File: src/rtl/inc_chain_pipe_pkg.sv
// Shared types and constants for the x/y/z increment chain.
// Stage record, default datapath width and occupancy width.
package inc_chain_pipe_pkg;

   localparam int WIDTH_DEF = 32;
   localparam int OCC_W     = 2;

   typedef struct packed {
      logic [WIDTH_DEF-1:0] x;
      logic [WIDTH_DEF-1:0] y;
      logic [WIDTH_DEF-1:0] z;
      logic                 wrap;
   } stage_t;

endpackage

File: src/rtl/inc_chain_pipe_inc.sv
// inc_stage: valid/ready register slice with an increment adder.
// Carries a pass-through field plus sum and sticky carry.
module inc_stage
   import inc_chain_pipe_pkg::*;
#(
   parameter int               WIDTH = WIDTH_DEF,
   parameter int               PW    = WIDTH,
   parameter logic [WIDTH-1:0] INC   = 1
) (
   input  logic             clk,
   input  logic             reset,
   input  logic             vld_i,
   output logic             rdy_o,
   input  logic             dn_rdy_i,
   input  logic [PW-1:0]    pass_i,
   input  logic [WIDTH-1:0] a_i,
   input  logic             w_i,
   output logic             vld_o,
   output logic [PW-1:0]    pass_o,
   output logic [WIDTH-1:0] sum_o,
   output logic             w_o
);

   logic             v_q, v_d;
   logic [PW-1:0]    pass_q, pass_d;
   logic [WIDTH-1:0] sum_q, sum_d;
   logic             w_q, w_d;
   logic [WIDTH:0]   add;
   logic             ld;

   assign rdy_o = !v_q || dn_rdy_i;
   assign ld    = rdy_o && vld_i;
   assign add   = {1'b0, a_i} + {1'b0, INC};

   // data only moves with a valid item so an empty slice keeps its last value
   always_comb begin
      v_d    = v_q;
      pass_d = pass_q;
      sum_d  = sum_q;
      w_d    = w_q;
      if (rdy_o) v_d = vld_i;
      if (ld) begin
         pass_d = pass_i;
         sum_d  = add[WIDTH-1:0];
         w_d    = w_i | add[WIDTH];
      end
   end

   always_ff @(posedge clk) begin
      if (reset) begin
         v_q    <= 1'b0;
         pass_q <= '0;
         sum_q  <= '0;
         w_q    <= 1'b0;
      end else begin
         v_q    <= v_d;
         pass_q <= pass_d;
         sum_q  <= sum_d;
         w_q    <= w_d;
      end
   end

   assign vld_o  = v_q;
   assign pass_o = pass_q;
   assign sum_o  = sum_q;
   assign w_o    = w_q;

endmodule

File: src/rtl/inc_chain_pipe.sv
// Three-stage x -> y=x+INC -> z=y+INC pipeline with valid/ready.
// S1 is a plain slice; S2 and S3 are inc_stage instances.
module inc_chain_pipe
   import inc_chain_pipe_pkg::*;
#(
   parameter int WIDTH = WIDTH_DEF,
   parameter int INC   = 1
) (
   input  logic             clk,
   input  logic             reset,
   input  logic             in_valid,
   output logic             in_ready,
   input  logic [WIDTH-1:0] in_data,
   output logic             out_valid,
   input  logic             out_ready,
   output logic [WIDTH-1:0] out_x,
   output logic [WIDTH-1:0] out_y,
   output logic [WIDTH-1:0] out_z,
   output logic             out_wrap,
   output logic [OCC_W-1:0] occupancy
);

   localparam logic [WIDTH-1:0] INC_W = WIDTH'(INC);

   logic               v1_q, v1_d;
   logic [WIDTH-1:0]   x1_q, x1_d;
   logic               r1, r2, r3;
   logic               v2;
   logic [WIDTH-1:0]   x2, y2;
   logic               w2;
   logic [2*WIDTH-1:0] xy3;

   assign r1       = !v1_q || r2;
   assign in_ready = r1;

   always_comb begin
      v1_d = v1_q;
      x1_d = x1_q;
      if (r1) begin
         v1_d = in_valid;
         if (in_valid) x1_d = in_data;
      end
   end

   always_ff @(posedge clk) begin
      if (reset) begin
         v1_q <= 1'b0;
         x1_q <= '0;
      end else begin
         v1_q <= v1_d;
         x1_q <= x1_d;
      end
   end

   inc_stage #(
      .WIDTH (WIDTH),
      .PW    (WIDTH),
      .INC   (INC_W)
   ) u_s2 (
      .clk      (clk),
      .reset    (reset),
      .vld_i    (v1_q),
      .rdy_o    (r2),
      .dn_rdy_i (r3),
      .pass_i   (x1_q),
      .a_i      (x1_q),
      .w_i      (1'b0),
      .vld_o    (v2),
      .pass_o   (x2),
      .sum_o    (y2),
      .w_o      (w2)
   );

   inc_stage #(
      .WIDTH (WIDTH),
      .PW    (2*WIDTH),
      .INC   (INC_W)
   ) u_s3 (
      .clk      (clk),
      .reset    (reset),
      .vld_i    (v2),
      .rdy_o    (r3),
      .dn_rdy_i (out_ready),
      .pass_i   ({x2, y2}),
      .a_i      (y2),
      .w_i      (w2),
      .vld_o    (out_valid),
      .pass_o   (xy3),
      .sum_o    (out_z),
      .w_o      (out_wrap)
   );

   assign out_x = xy3[2*WIDTH-1:WIDTH];
   assign out_y = xy3[WIDTH-1:0];

   assign occupancy = OCC_W'(v1_q) + OCC_W'(v2) + OCC_W'(out_valid);

endmodule

File: config.mk
export PLATFORM = sky130hd
export DESIGN_NAME = inc_chain_pipe
export DESIGN_NICKNAME = d
export VERILOG_FILES = /design/src/rtl/inc_chain_pipe_pkg.sv /design/src/rtl/inc_chain_pipe_inc.sv /design/src/rtl/inc_chain_pipe.sv
export SDC_FILE = /design/constraint.sdc
export NUM_CORES = 1
export LEC_CHECK = 0
export CORE_ASPECT_RATIO = 0.8
export CORE_MARGIN = 8
export CORE_UTILIZATION = 45
export DETAILED_ROUTE_END_ITERATION = 16
export GPL_TIMING_DRIVEN = 0
export PLACE_DENSITY = 0.69
export SLEW_MARGIN = 20
export SYNTH_ARGS = -nofsm -noshare
export SYNTH_HDL_FRONTEND = slang
export SYNTH_SLANG_ARGS = --single-unit
File: constraint.sdc
create_clock -name clk -period 2.5 [get_ports clk]
set_clock_uncertainty 0.2 [all_clocks]
set_input_delay 0.25 -clock clk [delete_from_list [all_inputs] [get_ports clk]]
set_output_delay 0.25 -clock clk [all_outputs]
set_load 0.02 [all_outputs]
==> results.json <==
{
  "design_area_sq_um": 10600,
  "syn-cell-area_sq_um": 8280,
  "pre_cts_slack_ps": -813,
  "ys_seq_area_frac": 0.476,
  "ant_nets": 0,
  "cts_buffers": 17,
  "min_path_cells": 3,
  "placement_rows": 44,
  "seqPwrFrac": 0.486,
  "drive_gt1_frac": 0.0655,
  "worstPathCellList": "fa_1 -> clkdlybuf4s50_1",
  "final.period_utilization": 0.965,
  "synthTopCellsByCount": "290 x nand2_1, 197 x dfxtp_1, 145 x a21oi_1",
  "p_comb_frac": 0.089,
  "first_pass_iters": 6,
  "intPower_mw": 5.19,
  "clkPwrFrac": 0.425,
  "routed_via_density": 5.69,
  "worst_slew_pin_slew_ps": 713,
  "fin_util": 0.586,
  "crit_arrival_ps": 1960,
  "die_area_sq_um": 23000,
  "pwr_density_cell_nw_per_um2": 652,
  "hold_path_class": "input pin to register",
  "critPathMaxStageDelay_ps": 600,
  "worstSetupEndpointType": "output pin",
  "place_area_sq_um": 9930,
  "fin_ws_ps": 87.6,
  "cts_resized": 20,
  "vdd_drop_max_mv": 0.462,
  "drc": 0,
  "syn_to_final_growth_pct": 28.3,
  "setup_viol": 0,
  "stdcell_count": 1452,
  "postCtsHoldBufs": 0,
  "critPathRequiredTime_ps": 2050,
  "rsz0062_at_grt": "false",
  "cp-start-kind": "register",
  "grt_pass1_vias": 7348,
  "hold_ws_ps": 150,
  "drt_iter0_drc": 820,
  "synth-main-ff-cell": "dfxtp_1",
  "synth_edf_count": 0,
  "root_buffer": "clkbuf_16",
  "post_cts_buffers": 0,
  "ys_seq_elements": 197,
  "initial_core_util": 0.457,
  "power_mw": 6.92,
  "grt.overflow.total": 0,
  "grt_max_degree": 17,
  "synth_most_common_cell": "nand2_1",
  "worstSetupPathType": "register to output pin",
  "period_needed_ps": 2410,
  "core-area_sq_um": 18100,
  "synth_top_area_cell": "dfxtp_1",
  "critPathMaxFanout": 6,
  "dp.cells": 1422,
  "drv_slew": 0,
  "syn_area_per_cell_sq_um": 7.84,
  "synth_nets": 1095,
  "leakage_nw": 3.52,
  "r2r_cells": 6,
  "vias": 8256,
  "clk_path_buf_depth": 2,
  "ys_types": 49,
  "synth_cells": 1056,
  "grt_antenna_before_repair": 0,
  "maxSlewHeadroom": 0.525,
  "diodes": 0,
  "slowest_stage": "clkdlybuf4s50_1",
  "die_w_um": 168,
  "drt-total-wl_um": 26500,
  "grt_usage": 0.225,
  "power_switching_mw": 1.74,
  "clock_latency_ps": 440,
  "yosys_warnings": 0,
  "async_flop_share": 0,
  "fin_setup_tns_ps": 0,
  "wl_per_cell_um": 18.3,
  "cts.sinks": 197,
  "grt_pass1_wl_um": 41000,
  "outcome": "complete, no violations",
  "swShare": 0.251,
  "pin_count": 137,
  "place.gp.congestion": 0.914,
  "hold_violations": 0,
  "die_height_um": 137,
  "tritoncts": "done",
  "port_buffers": 136,
  "hpwl_um": 19700,
  "cts_max_level": 4,
  "synth.area.top_cells": "dfxtp_1 48%, nand2_1 13%, a21oi_1 8.8%, clkbuf_1 3.1%, nand4_1 2.0%",
  "layout.nets": 1248,
  "clk_pin_slew_ps": 80,
  "cap_viol_max_count": 0,
  "max_clock_freq_mhz": 415,
  "yosysTopAreaCellShare": 0.476
}
cells by family after synthesis:
family | after synthesis | share of synthesized area
fa+ha+maj | 3 | 0.00544
xor+xnor | 24 | 0.0254
compound gates | 252 | 0.178
simple gates | 482 | 0.268
buf+inv | 98 | 0.0473
flops | 197 | 0.476
registers in the layout, summed over array words and instances (netlist names):
signal       count
u_s3.w_o         1
u_s2.w_o         1
u_s3.sum_o      32
u_s2.pass_o     32
u_s2.sum_o      32
u_s3.vld_o       1
u_s2.vld_o       1
u_s3.pass_o     64
v1_q             1
x1_q            32
critical path: cells and delay by family, from the launching register on:
kind	cells	cell delay (ps)
fa+ha+maj	1	550
flops	1	370
buf+inv	1	600
routing by layer:
metal	vias up	share of wire	track usage
met3	31	0.090	0.0570
met1	3868	0.46	0.316
li1	3996	-	-
met2	361	0.43	0.336
met4	0	0.016	0.0663
met5	-	0	0
layout make-up:
class,count,area [sq um]
tap,230,288
fill,1704,7490
sequential,197,3950
clock inverter,12,174
timing repair buffer,136,1360
multi-input combinational,761,3980
clock buffer,20,447
inverter,10,37.5
buffer,86,383
power by group through the flow:
stage	Sequential, mW	Combinational (mW)	Clock [mW]
finish	3.37	0.613	2.94
global route	3.38	0.668	3.10
CTS	3.36	0.607	2.96
detailed placement	3.43	0.600	0
global placement	3.43	0.594	0
floorplan	3.43	0.305	0
path summary, 6_finish.rpt:
| kind | from | end | slack [ps] |
|---|---|---|---|
| worst max-delay path | u_s3.vld_o$_SDFFE_PP0P_ | occupancy[0] | 90 |
| worst max register to register | u_s2.sum_o[8]$_SDFFE_PP0P_ | u_s3.sum_o[21]$_SDFFE_PP0P_ | 120 |
| worst min-delay path | in_data[26] | x1_q[26]$_SDFFE_PP0P_ | 150 |
| worst min register to register | u_s3.pass_o[30]$_SDFFE_PP0P_ | u_s3.pass_o[30]$_SDFFE_PP0P_ | 250 |
placed cells by master (no fill, tap or decap), types with 5 or more instances in the layout:
| cell | instances |
|---|---|
| nand4_1 | 27 |
| clkbuf_1 | 47 |
| xnor2_1 | 10 |
| a311oi_1 | 10 |
| and4_1 | 10 |
| nand2b_1 | 5 |
| a211oi_1 | 19 |
| nor3_1 | 5 |
| o31ai_1 | 14 |
| clkbuf_2 | 24 |
| or4_1 | 20 |
| and3_1 | 11 |
| dfxtp_1 | 193 |
| a21oi_1 | 144 |
| xor2_1 | 14 |
| buf_2 | 12 |
| clkbuf_16 | 17 |
| a31oi_1 | 14 |
| or3_1 | 10 |
| nand3_1 | 31 |
| nor4_1 | 8 |
| clkdlybuf4s50_1 | 136 |
| nor2_1 | 45 |
| nand2_1 | 290 |
| inv_1 | 10 |
| o21ai_0 | 33 |
(Power assumes the default switching activity.)
